==> src/rtl/tt6581_spi_master.sv <==
// SPI mode-0 master for the tt6581 register port: one 16-bit {rw, addr, data} frame per request,
// with the MISO byte shifted in during the data half returned on a single-cycle response pulse.
module tt6581_spi_master #(
    parameter int unsigned CLK_DIV = 4,
    parameter int unsigned CS_GAP  = 2
) (
    input  logic       clk_i,
    input  logic       rst_i,
    input  logic       req_valid_i,
    output logic       req_ready_o,
    input  logic       req_write_i,
    input  logic [6:0] req_addr_i,
    input  logic [7:0] req_wdata_i,
    output logic       rsp_valid_o,
    output logic [7:0] rsp_rdata_o,
    output logic       busy_o,
    output logic       sclk_o,
    output logic       cs_o,
    output logic       mosi_o,
    input  logic       miso_i
);

    localparam int unsigned CNT_W  = 8;
    localparam int unsigned BIT_W  = 4;
    localparam int unsigned TAIL_W = 15;

    typedef enum logic [2:0] {
        S_IDLE,
        S_LEAD,
        S_SHIFT,
        S_HOLD,
        S_GAP
    } state_t;

    state_t              state_q, state_d;
    logic [CNT_W-1:0]    div_q, div_d;
    logic [BIT_W-1:0]    bit_q, bit_d;
    logic [TAIL_W-1:0]   frame_q, frame_d;
    logic [7:0]          rx_q, rx_d;
    logic [7:0]          rdata_q, rdata_d;
    logic                cs_q, cs_d;
    logic                sclk_q, sclk_d;
    logic                mosi_q, mosi_d;
    logic                ready_q, ready_d;
    logic                busy_q, busy_d;
    logic                rsp_valid_q, rsp_valid_d;
    logic                div_last;

    assign div_last = (div_q == CNT_W'(CLK_DIV - 1));

    // Next-state and next-output computation; frame_q holds the bits still to be sent after mosi_q.
    always_comb begin
        state_d     = state_q;
        div_d       = div_q;
        bit_d       = bit_q;
        frame_d     = frame_q;
        rx_d        = rx_q;
        rdata_d     = rdata_q;
        cs_d        = cs_q;
        sclk_d      = sclk_q;
        mosi_d      = mosi_q;
        ready_d     = ready_q;
        rsp_valid_d = 1'b0;

        unique case (state_q)
            S_IDLE: begin
                if (req_valid_i && ready_q) begin
                    frame_d = {req_addr_i, req_wdata_i};
                    mosi_d  = req_write_i;
                    cs_d    = 1'b0;
                    ready_d = 1'b0;
                    div_d   = '0;
                    state_d = S_LEAD;
                end
            end
            S_LEAD: begin
                if (div_last) begin
                    div_d   = '0;
                    bit_d   = '0;
                    sclk_d  = 1'b1;
                    rx_d    = {rx_q[6:0], miso_i};
                    state_d = S_SHIFT;
                end else begin
                    div_d = div_q + CNT_W'(1);
                end
            end
            S_SHIFT: begin
                if (!div_last) begin
                    div_d = div_q + CNT_W'(1);
                end else begin
                    div_d = '0;
                    if (sclk_q) begin
                        // Falling edge: advance MOSI unless this ends the 16th period.
                        sclk_d = 1'b0;
                        if (bit_q == BIT_W'(15)) begin
                            state_d = S_HOLD;
                        end else begin
                            bit_d   = bit_q + BIT_W'(1);
                            mosi_d  = frame_q[TAIL_W-1];
                            frame_d = {frame_q[TAIL_W-2:0], 1'b0};
                        end
                    end else begin
                        sclk_d = 1'b1;
                        rx_d   = {rx_q[6:0], miso_i};
                    end
                end
            end
            S_HOLD: begin
                if (div_last) begin
                    div_d       = '0;
                    cs_d        = 1'b1;
                    mosi_d      = 1'b0;
                    rsp_valid_d = 1'b1;
                    rdata_d     = rx_q;
                    state_d     = S_GAP;
                end else begin
                    div_d = div_q + CNT_W'(1);
                end
            end
            S_GAP: begin
                if (div_q == CNT_W'(CS_GAP - 1)) begin
                    div_d   = '0;
                    ready_d = 1'b1;
                    state_d = S_IDLE;
                end else begin
                    div_d = div_q + CNT_W'(1);
                end
            end
            default: begin
                state_d = S_IDLE;
                cs_d    = 1'b1;
                sclk_d  = 1'b0;
                mosi_d  = 1'b0;
                ready_d = 1'b1;
                div_d   = '0;
            end
        endcase

        busy_d = ~ready_d;
    end

    always_ff @(posedge clk_i) begin
        if (rst_i) begin
            state_q     <= S_IDLE;
            div_q       <= '0;
            bit_q       <= '0;
            frame_q     <= '0;
            rx_q        <= '0;
            rdata_q     <= '0;
            cs_q        <= 1'b1;
            sclk_q      <= 1'b0;
            mosi_q      <= 1'b0;
            ready_q     <= 1'b1;
            busy_q      <= 1'b0;
            rsp_valid_q <= 1'b0;
        end else begin
            state_q     <= state_d;
            div_q       <= div_d;
            bit_q       <= bit_d;
            frame_q     <= frame_d;
            rx_q        <= rx_d;
            rdata_q     <= rdata_d;
            cs_q        <= cs_d;
            sclk_q      <= sclk_d;
            mosi_q      <= mosi_d;
            ready_q     <= ready_d;
            busy_q      <= busy_d;
            rsp_valid_q <= rsp_valid_d;
        end
    end

    assign req_ready_o = ready_q;
    assign busy_o      = busy_q;
    assign rsp_valid_o = rsp_valid_q;
    assign rsp_rdata_o = rdata_q;
    assign cs_o        = cs_q;
    assign sclk_o      = sclk_q;
    assign mosi_o      = mosi_q;

endmodule

==> config.mk <==
export PLATFORM = sky130hd
export DESIGN_NAME = tt6581_spi_master
export DESIGN_NICKNAME = d
export VERILOG_FILES = /design/src/rtl/tt6581_spi_master.sv
export SDC_FILE = /design/constraint.sdc
export NUM_CORES = 1
export LEC_CHECK = 0
export BUFFER_PORTS_ARGS = -buffer_cell sky130_fd_sc_hd__buf_2
export CAP_MARGIN = 5
export CORE_ASPECT_RATIO = 2
export CORE_MARGIN = 5
export CORE_UTILIZATION = 43
export DETAILED_ROUTE_END_ITERATION = 10
export PLACE_DENSITY_LB_ADDON = 0.05
export SYNTH_ARGS = -nofsm -noshare
export SYNTH_HDL_FRONTEND = slang
export SYNTH_SLANG_ARGS = --single-unit
==> constraint.sdc <==
create_clock -name clk_i -period 2.93 [get_ports clk_i]
set_input_delay 0.4395 -clock clk_i [delete_from_list [all_inputs] [get_ports clk_i]]
set_output_delay 0.4395 -clock clk_i [all_outputs]
set_load 0.02 [all_outputs]
# Yosys cells after proc, flatten, opt, wreduce, memory -nomap -nowiden
# Cells that the tools add are included.
# classes
n_mux	42
reduce_logical	17
eq_ne	16
n_bitwise	5
n_addsub	2
# op_table
cell	count
$mux W15	4
$mux W8	6
$pmux W15 S2	1
$pmux W8 S3	1
$mux W3	7
$ne A2 B2 Y1 const B	9
$mux W4	4
$pmux W8 S2	1
$pmux W3 S5	1
$mux W1	12
$reduce_and A5 Y1	2
$pmux W1 S3	3
$reduce_or A3 Y1	3
$add A8 B1 Y8 const B	1
$eq A8 B1 Y1 const B	1
$eq A8 B2 Y1 const B	1
$pmux W4 S2	1
$reduce_and A7 Y1	1
$eq A3 B2 Y1 const B	2
$reduce_and A3 Y1	2
$reduce_and A6 Y1	1
$not A1 Y1	5
$add A4 B1 Y4 const B	1
$eq A4 B4 Y1 const B	1
other kinds (9)	11
# totals
output_inout_bits	14
register_bits	52
inputBits	20

# Logic depth before layout (Yosys ltp)
# depth
depth_word	5
ltp_mapped	7
ltp_nobuf	6

# Worst setup path before layout
# No wires, ideal clock.
# synth_timing
kind	register -> register
from	register div_q[0]
to	register frame_q[1]
setup_time_ns	0.143
path_slack_ns	0.798
period_less_slack_ns	2.132
t_arrival_ns	1.989
path_buffers	2
path_stages_with_launch	8
path_cell_list	dfxtp_1 -> ha_1 -> or3b_2 -> nor4_4 -> or2_1 -> buf_6 -> buf_12 -> a211oi_2
# synth_between
elab_chain_len	3
# synth_rtl
item	line_no	source
start: declaration	36	logic [CNT_W-1:0] div_q, div_d;
start signal: assignment	158	div_q <= div_d;
$eq A8 B2 Y1	49	assign div_last = (div_q == CNT_W'(CLK_DIV - 1));
$ne A2 B2 Y1 (no line)	--	
$reduce_and A5 Y1 (no line)	--	
end signal: assignment	160	frame_q <= frame_d;
end: declaration	38	logic [TAIL_W-1:0] frame_q, frame_d;
# Every way passes these cells.
# A chain may end at the register's enable or synchronous reset.

# Worst setup path in the final report
# layout_timing
from	register div_q[0]
to	register div_q[4]
# layout_between
elab_chain_len	3
elab_cells_between_ends	6
cone_classes	1 x add/sub; 2 x eq/ne; 3 x mux
# layout_rtl
item	line_no	source
$add A8 B1 Y8 (tied with other cells)	--	
$mux W8 (on tied branches)	--	
$pmux W8 S3 *	65	unique case (state_q)
# Mark *: on every way between the ends. The rest lies on a longest branch, timed or not.

==> flow_summary.ini <==
[route]
vias = 2149
drt_wl_total_um = 6170
viasPerCell = 5.89
routedWlPerCell_um = 16.9
drt-initial-drc-count = 125
drtPass1Iterations = 5
drc_errors = 0
ant_nets = 0

[die]
num_rows = 40
fp.dieW_um = 65.0
floorplan.die_area_sq_um = 7790
io-pin-count = 34
core_sq_um = 5960
die_h_um = 120
initial_core_util_pct = 43.6

[sta]
finalCritPeriodShare_pct = 78.7
slew_headroom_pct = 55.8
worst_slew_pin_slew_ps = 660
finalSetupViolations = 0
finClkSkew_ps = 5.95
report.final.slew_viol_count = 0
rsz0062_at_grt = false
min_period_ps = 2310
hold_viol_final = 0
max_clock_freq_mhz = 434
fin_setup_tns_ps = 0
holdWs_ps = 373

[finish]
area_growth_pct = 13.4
utilization_pct = 49.5
drive_above_1_share_pct = 24.2
n_antenna_cell = 0
layout.nets = 324
fin_cells = 365

[global_route]
grt.total_usage_pct = 17.1
grt_pass1_vias = 2144
grt_max_degree = 36
grt_pass1_wl_um = 10300
overflow = 0
antenna_found_initial = 0

[yosys]
synth_edf_count = 0
yosysTopAreaCell = dfxtp_1
synth_area_sq_um = 2600
async_reset_ff_share_pct = 0
syn_inst = 271
synth_area_leaders = dfxtp_1, mux2i_1, a211oi_2, nor3_1, nor2_1
synth-seq-cells = 52
synth_nets = 294
yosysUniqueCellTypes = 53
yosysTopAreaCellShare_pct = 40.1
synth_area_per_cell_sq_um = 9.58
ys_seq_area_share_pct = 40.1
synthFlopType = dfxtp_1
synth_warnings = 0

[worst_setup_path]
rr_worst_depth = 5
end_kind = flip-flop
cp-start-kind = flip-flop
crit_chain = ha_1 -> or3b_2 -> o21bai_1 -> a21oi_1 -> a221o_1
cpMaxStageDelayCell = or3b_2
max_stage_delay_ps = 560
path_class = reg2reg
cp.required_ps = 3120
critPathArrivalTime_ps = 2490
critical_path.max_fanout = 8

[clock_network]
clkLatencyLatePin_ps = 300
cts-root-buf = clkbuf_16
numCtsBuffers = 5
cts_buffer_depth = 2
tritoncts = built
htree_levels = 2
cts_resized = 0
clkTransAtPathRegs_ps = 70
cts_hold_buf = 0
post_cts_buffers = 0
cts.sink_count = 52

[power_and_ir_drop]
power.net_switching_mw = 0.783
p_seq_share_pct = 41.2
power_leakage_nw = 1.22
p_total_mw = 2.21
p_int_mw = 1.42
ir_drop_mv = 0.483
combPwrFrac_pct = 31.7
pwr-share-clk_pct = 27.1
p_sw_share_pct = 35.5
power_density_nw_per_um2 = 749

[place]
dp_cells = 357
hpwl_um = 4430
port-buffer-count = 33
globalplace.congestion = 0.795

[min_path]
hold_path.class = in2reg
holdPathStages = 3

[status]
status = complete, no violations

[flow_run]
maxCapViolCount = 0
==> path summary, 6_finish.rpt <==
kind                    startpoint               endpoint  slack, ps
min                         miso_i   rx_q[0]$_SDFFE_PP0P_        370
max reg2reg  div_q[0]$_SDFFE_PP0N_  div_q[4]$_SDFFE_PP0N_        620
min reg2reg    mosi_o$_SDFFE_PP0P_    mosi_o$_SDFFE_PP0P_        480
max          div_q[0]$_SDFFE_PP0N_  div_q[4]$_SDFFE_PP0N_        620
==> final cells by class <==
cell class,instances,area (sq um)
clock buffer,5,125
clock inverter,3,21.3
fill,583,3010
inverter,5,18.8
multi-input combinational,197,1440
sequential,52,1040
tap,63,78.8
timing repair buffer,40,218
==> synth_stat cells (2+ instances only) <==
master,number
nor4_4,2
or3_1,4
nor3_1,19
or3b_2,2
or4_1,2
nand2_1,10
nor2b_1,5
clkbuf_1,11
nor3b_1,3
nor2_1,24
a211oi_1,9
a221o_1,2
a21o_1,2
inv_1,5
o21bai_1,2
ha_1,3
buf_6,2
or2_2,4
a211oi_2,10
a21oi_1,11
and2_1,3
a221oi_1,2
buf_2,3
nand3_1,6
o21ai_0,8
a211o_1,2
a31oi_1,4
mux2i_1,32
dfxtp_1,52
o31ai_1,3
a2111oi_0,2
==> kinds of logic (layout without fill, tap and decap cells) <==
kind of cell / after synthesis / in the layout / share of synthesized area (%)
AOI/OAI and AO/OA: 67 / 67 / 20.4
xor gates and xnor gates: 1 / 1 / 0.337
adders and majority gates: 3 / 3 / 1.45
buffers and inverters: 22 / 53 / 4.53
DFF: 52 / 52 / 40.1
muxes: 33 / 33 / 12.8
and+or+nand+nor: 93 / 93 / 20.4
==> layer usage <==
metal / up-vias / wire length, um / part of all wire (%) / track usage (%)
li1: 1075 / - / - / -
met1: 1020 / 2400 / 39 / 17.6
met2: 41 / 3410 / 55 / 31.2
met3: 13 / 183 / 3.0 / 3.18
met4: 0 / 174 / 2.8 / 9.54
met5: - / 0 / 0 / 0
==> worst max-delay path: cells and delay by family (launching register included) <==
kind | cells | cell delay, ps
flip-flops | 1 | 400
AND/OR/NAND/NOR | 1 | 560
AO/OA/AOI/OAI | 3 | 930
adder cells (fa/ha/maj) | 1 | 310
==> cell usage in the layout, fill, tap and decap left out, types with 2 or more instances in the layout <==
master / count
dfxtp_1: 52
buf_2: 33
mux2i_1: 32
nor2_1: 24
nor3_1: 19
a21oi_1: 11
nand2_1: 10
a211oi_2: 10
a211oi_1: 9
o21ai_0: 8
buf_4: 7
nand3_1: 6
inv_1: 5
nor2b_1: 5
clkbuf_16: 5
or2_2: 4
a31oi_1: 4
or3_1: 4
and2_1: 3
o31ai_1: 3
ha_1: 3
nor4_4: 2
or3b_2: 2
o21bai_1: 2
a211o_1: 2
nor3b_1: 2
or4_1: 2
a221oi_1: 2
a21o_1: 2
a2111oi_0: 2
a221o_1: 2
==> stage by stage <==
| step | cell area (sq um) | worst slack [ps] |
|---|---|---|
| floorplan | 2600 | 798 |
| finish | 2950 | 624 |
| global route | 2950 | 482 |
| CTS | 2950 | 644 |
| detailed placement | 2800 | 666 |
| global placement | 2800 | 711 |
==> state kept, by name, summed over array words and instances (netlist names) <==
register / cells
sclk_o: 1
rsp_valid_o: 1
rsp_rdata_o: 8
bit_q: 4
frame_q: 15
cs_o: 1
div_q: 8
rx_q: 8
req_ready_o: 1
mosi_o: 1
busy_o: 1
state_q: 3
==> power groups by stage <==
stage          Clock (mW)  Sequential (mW)  Combinational [mW]
2_1_floorplan           0            0.905               0.568
3_3_place_gp            0            0.923               0.699
3_5_place_dp            0            0.924               0.705
4_1_cts             0.613            0.908               0.708
5_1_grt             0.650            0.928               0.776
6_report            0.599            0.908               0.700
Note: power is estimated with default switching activity, not from simulation.
